File: config.mk
export PLATFORM = sky130hd
export DESIGN_NAME = v_rams_reader
export DESIGN_NICKNAME = d
export VERILOG_FILES = /design/src/rtl/v_rams_reader.sv
export SDC_FILE = /design/constraint.sdc
export NUM_CORES = 1
export LEC_CHECK = 0
export BUFFER_PORTS_ARGS = -buffer_cell sky130_fd_sc_hd__buf_4
export CAP_MARGIN = 25
export CORE_MARGIN = 2
export CORE_UTILIZATION = 59
export CTS_CLUSTER_SIZE = 30
export DETAILED_ROUTE_END_ITERATION = 12
export HOLD_SLACK_MARGIN = 0.08
export PLACE_DENSITY = 0.87
export SETUP_SLACK_MARGIN = 0.4
export SKIP_LAST_GASP = 1
export SLEW_MARGIN = 20
export SYNTH_ARGS = -nofsm -noshare
export SYNTH_HDL_FRONTEND = slang
export SYNTH_SLANG_ARGS = --single-unit
export TNS_END_PERCENT = 5
File: constraint.sdc
create_clock -name clk -period 3.8 [get_ports clk]
set_input_delay 0.38 -clock clk [delete_from_list [all_inputs] [get_ports clk]]
set_output_delay 0.38 -clock clk [all_outputs]
set_load 0.02 [all_outputs]
File: src/rtl/v_rams_reader.sv
// ---------------------------------------------------------------------------
// v_rams_reader
//   Burst read sequencer for the read port of a block RAM with a registered
//   read address. A start request loads a base address and a word count.
//   The sequencer then presents consecutive addresses (wrapping modulo the
//   RAM depth), captures each returned word into a 4-entry output FIFO, and
//   streams the words out on a valid/ready interface with full back-pressure.
//
//   Optional feature macro: RAMS_READER_PARITY_EN
//     When defined, adds output dout_par = ^dout (even parity), stored with
//     each FIFO entry so it stays stable under back-pressure exactly like dout.
//
// Ports
//   clk         in   1       clock, all logic on posedge
//   rst         in   1       asynchronous reset, active-high
//   start       in   1       burst request, sampled only in IDLE
//   base_addr   in   AWIDTH  first read address, sampled with start
//   len         in   LWIDTH  words to read, sampled with start; 0 = empty burst
//   busy        out  1       high from accepted start until done
//   done        out  1       one-cycle pulse when the burst is complete
//   ram_addr    out  AWIDTH  registered address to the RAM read port
//   ram_do      in   DWIDTH  RAM read data, valid the cycle after ram_addr
//   dout        out  DWIDTH  output word
//   dout_par    out  1       even parity of dout (RAMS_READER_PARITY_EN only)
//   dout_valid  out  1       dout holds a valid word
//   dout_ready  in   1       sink accepts dout this cycle
//   dout_last   out  1       marks the final word of the burst
// ---------------------------------------------------------------------------
module v_rams_reader #(
  parameter int DWIDTH = 16,
  parameter int AWIDTH = 7,
  parameter int LWIDTH = 8
) (
  input  logic              clk,
  input  logic              rst,
  input  logic              start,
  input  logic [AWIDTH-1:0] base_addr,
  input  logic [LWIDTH-1:0] len,
  output logic              busy,
  output logic              done,
  output logic [AWIDTH-1:0] ram_addr,
  input  logic [DWIDTH-1:0] ram_do,
  output logic [DWIDTH-1:0] dout,
`ifdef RAMS_READER_PARITY_EN
  output logic              dout_par,
`endif
  output logic              dout_valid,
  input  logic              dout_ready,
  output logic              dout_last
);

  localparam logic [1:0] ST_IDLE  = 2'd0;
  localparam logic [1:0] ST_RUN   = 2'd1;
  localparam logic [1:0] ST_DRAIN = 2'd2;
  localparam logic [1:0] ST_FIN   = 2'd3;

  logic [1:0]        state;
  // issue_q: ram_addr carries a real read this cycle.
  // flight_q: ram_do carries the word for a read issued last cycle.
  logic              issue_q;
  logic              flight_q;
  logic [LWIDTH-1:0] issue_left;
  logic [LWIDTH-1:0] push_left;
  logic [LWIDTH-1:0] pop_left;

  logic [DWIDTH-1:0] mem_data [4];
  logic [3:0]        mem_last;
  logic [1:0]        wr_ptr;
  logic [1:0]        rd_ptr;
  logic [2:0]        count;

  logic              push;
  logic              pop;
  logic [2:0]        count_next;
  logic [3:0]        occupancy;
  logic              can_issue;

  // An issue is only granted when every word already committed (buffered,
  // returning from the RAM, or being read right now) plus the new one still
  // fits in the FIFO, so the FIFO can never overflow under back-pressure.
  always_comb begin
    push       = flight_q;
    pop        = dout_valid & dout_ready;
    count_next = count + {2'b00, push} - {2'b00, pop};
    occupancy  = {1'b0, count_next} + {3'b000, issue_q};
    can_issue  = occupancy < 4'd4;
  end

  assign busy       = (state != ST_IDLE);
  assign done       = (state == ST_FIN);
  assign dout_valid = (count != 3'd0);
  assign dout       = mem_data[rd_ptr];
  assign dout_last  = mem_last[rd_ptr];

  // Control FSM and address generator. Every address after the first is the
  // previous one plus one, so a stalled issue simply holds ram_addr and the
  // increment happens when the issue is finally granted.
  always_ff @(posedge clk or posedge rst) begin
    if (rst) begin
      state      <= ST_IDLE;
      ram_addr   <= '0;
      issue_q    <= 1'b0;
      flight_q   <= 1'b0;
      issue_left <= '0;
      push_left  <= '0;
      pop_left   <= '0;
    end else begin
      flight_q <= issue_q;
      if (push) push_left <= push_left - LWIDTH'(1);
      if (pop)  pop_left  <= pop_left - LWIDTH'(1);
      case (state)
        ST_IDLE: begin
          issue_q <= 1'b0;
          if (start) begin
            if (len == '0) begin
              state <= ST_FIN;
            end else begin
              state      <= ST_RUN;
              ram_addr   <= base_addr;
              issue_q    <= 1'b1;
              issue_left <= len - LWIDTH'(1);
              push_left  <= len;
              pop_left   <= len;
            end
          end
        end
        ST_RUN: begin
          if (issue_left == '0) begin
            state   <= ST_DRAIN;
            issue_q <= 1'b0;
          end else if (can_issue) begin
            ram_addr   <= ram_addr + AWIDTH'(1);
            issue_q    <= 1'b1;
            issue_left <= issue_left - LWIDTH'(1);
          end else begin
            issue_q <= 1'b0;
          end
        end
        ST_DRAIN: begin
          issue_q <= 1'b0;
          if (pop && pop_left == LWIDTH'(1)) state <= ST_FIN;
        end
        default: begin
          issue_q <= 1'b0;
          state   <= ST_IDLE;
        end
      endcase
    end
  end

  // Output FIFO. The last flag is attached at push time from the count of
  // words still expected, so dout_last travels with its word.
  always_ff @(posedge clk or posedge rst) begin
    if (rst) begin
      for (int i = 0; i < 4; i++) mem_data[i] <= '0;
      mem_last <= '0;
      wr_ptr   <= '0;
      rd_ptr   <= '0;
      count    <= '0;
    end else begin
      if (push) begin
        mem_data[wr_ptr] <= ram_do;
        mem_last[wr_ptr] <= (push_left == LWIDTH'(1));
        wr_ptr           <= wr_ptr + 2'd1;
      end
      if (pop) rd_ptr <= rd_ptr + 2'd1;
      count <= count_next;
    end
  end

`ifdef RAMS_READER_PARITY_EN
  logic [3:0] mem_par;

  // Parity is computed on the way in and stored beside each word.
  always_ff @(posedge clk or posedge rst) begin
    if (rst) begin
      mem_par <= '0;
    end else if (push) begin
      mem_par[wr_ptr] <= ^ram_do;
    end
  end

  assign dout_par = mem_par[rd_ptr];
`endif

endmodule
==> summary.txt <==
status = finished, final reports clean
Flop pwr share = 0.374
DRC = 0
# rows = 35
first-pass GRT wire length = 18,700 um
GR Overflow Total = 0
initial core utilization = 0.602
Async SR Flop Fraction = 1.00
commonest non-fill, non-tap cell in the layout = dfrtp_1
post-synthesis compound-gate area fraction = 0.0910
dominant synthesized flop cell = dfrtp_1
CTS buffer count = 9
CTS Root Cell = clkbuf_8
routed length per instance = 18.5 um
Hold Fails Final Rpt = 0
PortBufs = 61
Int Power = 3.63 mW
Tmin final = 3.19 ns
GRT Util Overall = 0.237
synthesized net count = 497
Logic pwr share = 0.494
Final Skew = 0.0154 ns
power density over the cells = 948 mW/mm2
Vias/cell = 6.29
Slew Limit Fails = 0
Worst Setup End Kind = register
dpl ws = 0.171 ns
mux cell area share after synthesis = 0.210
clk sink count = 110
Peak Freq = 0.314 GHz
largest net degree at the start of global routing = 84
DP Wirelength = 7890 um
CTS tree = built
P_leak = 2.69 nW
RSZ-0062 raised after global routing = no
clock latency on the worst-skew pair = 0.38 ns
Startpoint Class = register
slew margin rel. = 0.400
synthesized instance count = 445
# H-tree levels = 3
CTS Buffer Depth = 2
largest family of logic cells by synthesized area = multiplexers
Data required, critical path = 4.07 ns
Area contributors post-synth = dfrtp_1 (50%), mux2_2 (13%), mux4_2 (6.9%)
final cycle utilization of the critical path = 0.839
Top Ports = 62
setup ws final = 0.611 ns
Max-Cap Viols = 0
synthesized flop and latch total = 110
die area = 0.0101 mm2
core area = 0.00915 mm2
clock-pin slew on the worst setup and hold paths = 0.11 ns
Max IR drop VDD = 411 uV
vias in the first global route = 3,897
fin nets = 557
Slew @ Worst Pin = 0.897 ns
Synth area leader = dfrtp_1
Placer Congestion = 0.942
Die Ht = 101 um
# fillers = 647
router iterations before antenna repair = 5
layout cell share with drive strength beyond 1 = 0.359
adder-cell share of the synthesized area = 0.0400
Synth Area in XOR/XNOR = 0.0375
Setup Viol. Count Final = 0
hold crit path type = in2async
Net Sw Power = 2.36 mW
Initial DRC Count = 138
Cell Area, Synth = 0.00551 mm2
width of the die = 101 um
setup TNS = 0 ns
Final Routed Wirelength = 11,500 um
Antenna diodes = 0
Distinct cells, synth = 58
EDFF count, synth = 0
remaining antenna violation count after routing = 0
critical path class = reg2reg
utilization after layout = 0.691
commonest cells after routing, fill and taps aside = dfrtp_1 (110), buf_4 (67), mux2_2 (65)
share of the synthesized area in the top cell type = 0.499
WP data arrival = 3.46 ns
DR vias = 3,907
switching part of the total power = 0.394
Area Overhead vs Synth = 14.8%
Crit Path Max Fanout = 7
Synth Area in Simple Gates = 0.0942
sequential area share after synthesis = 0.499
Mean Syn Cell Area = 12.4 um2
clock share of power = 0.131
initial antenna violation count = 0
Yosys warning count = 0
==> power groups by stage <==
stage	sequential, mW	combinational [mW]	clock [mW]
6_report	2.25	2.96	0.788
5_1_grt	2.31	3.22	0.842
2_1_floorplan	2.10	2.13	0
3_5_place_dp	2.24	2.92	0
3_3_place_gp	2.18	2.79	0
4_1_cts	2.24	2.96	0.793
==> worst max-delay path, cell delays in order (launching register included) <==
cell	delay (ns)
dfrtp_1	0.44
o31ai_4	0.34
inv_2	0.10
ha_1	0.29
inv_1	0.06
ha_1	0.13
inv_1	0.05
fa_1	0.36
xnor3_1	0.41
o21ai_2	0.11
o21ai_2	0.30
o211ai_1	0.14
a221o_1	0.36
==> registers in the layout (all words and copies together) (netlist names) <==
name and count:
count 3, flight_q 1, issue_left 8, issue_q 1, mem_data 64, mem_last 4, pop_left 8, push_left 8
ram_addr 7, rd_ptr 2, state 2, wr_ptr 2
==> cell usage after synthesis (all sizes together) (7+ instances only) <==
master and instances:
o21ai 33, nand2 32, mux4 17, dfrtp 110, mux2 66, nand3 9
inv 17, xnor2 15, o31ai 7, buf 7, a21oi 12, ha 16
nor2 12, clkbuf 11, nor3 18
==> final timing paths <==
check,startpoint,to,slack [ns],depth (start not counted)
max,count[2],issue_left[3],0.61,12
min,rst,ram_addr[3],0.14,2
max reg2reg,count[2],issue_left[3],0.61,12
min reg2reg,issue_q,flight_q,0.40,0
max in group asynchronous,rst,mem_data[29],2.81,3
min in group clk,base_addr[0],ram_addr[0],0.25,3
==> cell families (layout without fill, tap and decap cells) <==
family,count (synthesis),after routing
simple gates,101,101
xor+xnor,22,22
compound gates,74,74
fa+ha+maj,17,17
mux,86,86
flops,110,110
buf+inv,35,100
==> layer usage <==
metal  track usage  share of wire  up-vias
met1         0.299           0.41     1964
met4        0.0991          0.028        0
met3        0.0347          0.054       32
met2         0.411           0.51      158
li1              -              -     1753
met5             0              0        -
==> stage by stage <==
stage	hold slack [ns]	cells	cell area, um2	power [mW]
detailed placement	0.374	603	6060	5.16
finish	0.136	621	6320	6.00
floorplan	0.354	445	5520	4.24
global placement	0.365	603	6060	4.97
global route	0.191	621	6320	6.37
CTS	0.246	619	6300	5.99
==> what timing repair did <==
action                                  in CTS  in global routing
pin swaps                                    0                  1
buffers inserted                             0                  2
hold buffers                                 0                  0
gates resized for setup                      3                  2
endpoints found under the setup margin       7                 10
==> area by class of cell <==
class / count / area (um2) / share of cell area
flip-flops and latches: 110 / 2750 / 0.435
multi-input cells: 300 / 2630 / 0.416
clock buffers: 9 / 124 / 0.0196
clock inverters: 7 / 104 / 0.0164
repair buffers: 67 / 503 / 0.0795
well taps: 111 / 139 / 0.0220
inverters: 17 / 68.8 / 0.0109
No activity file was read; power rests on OpenSTA's default activity.
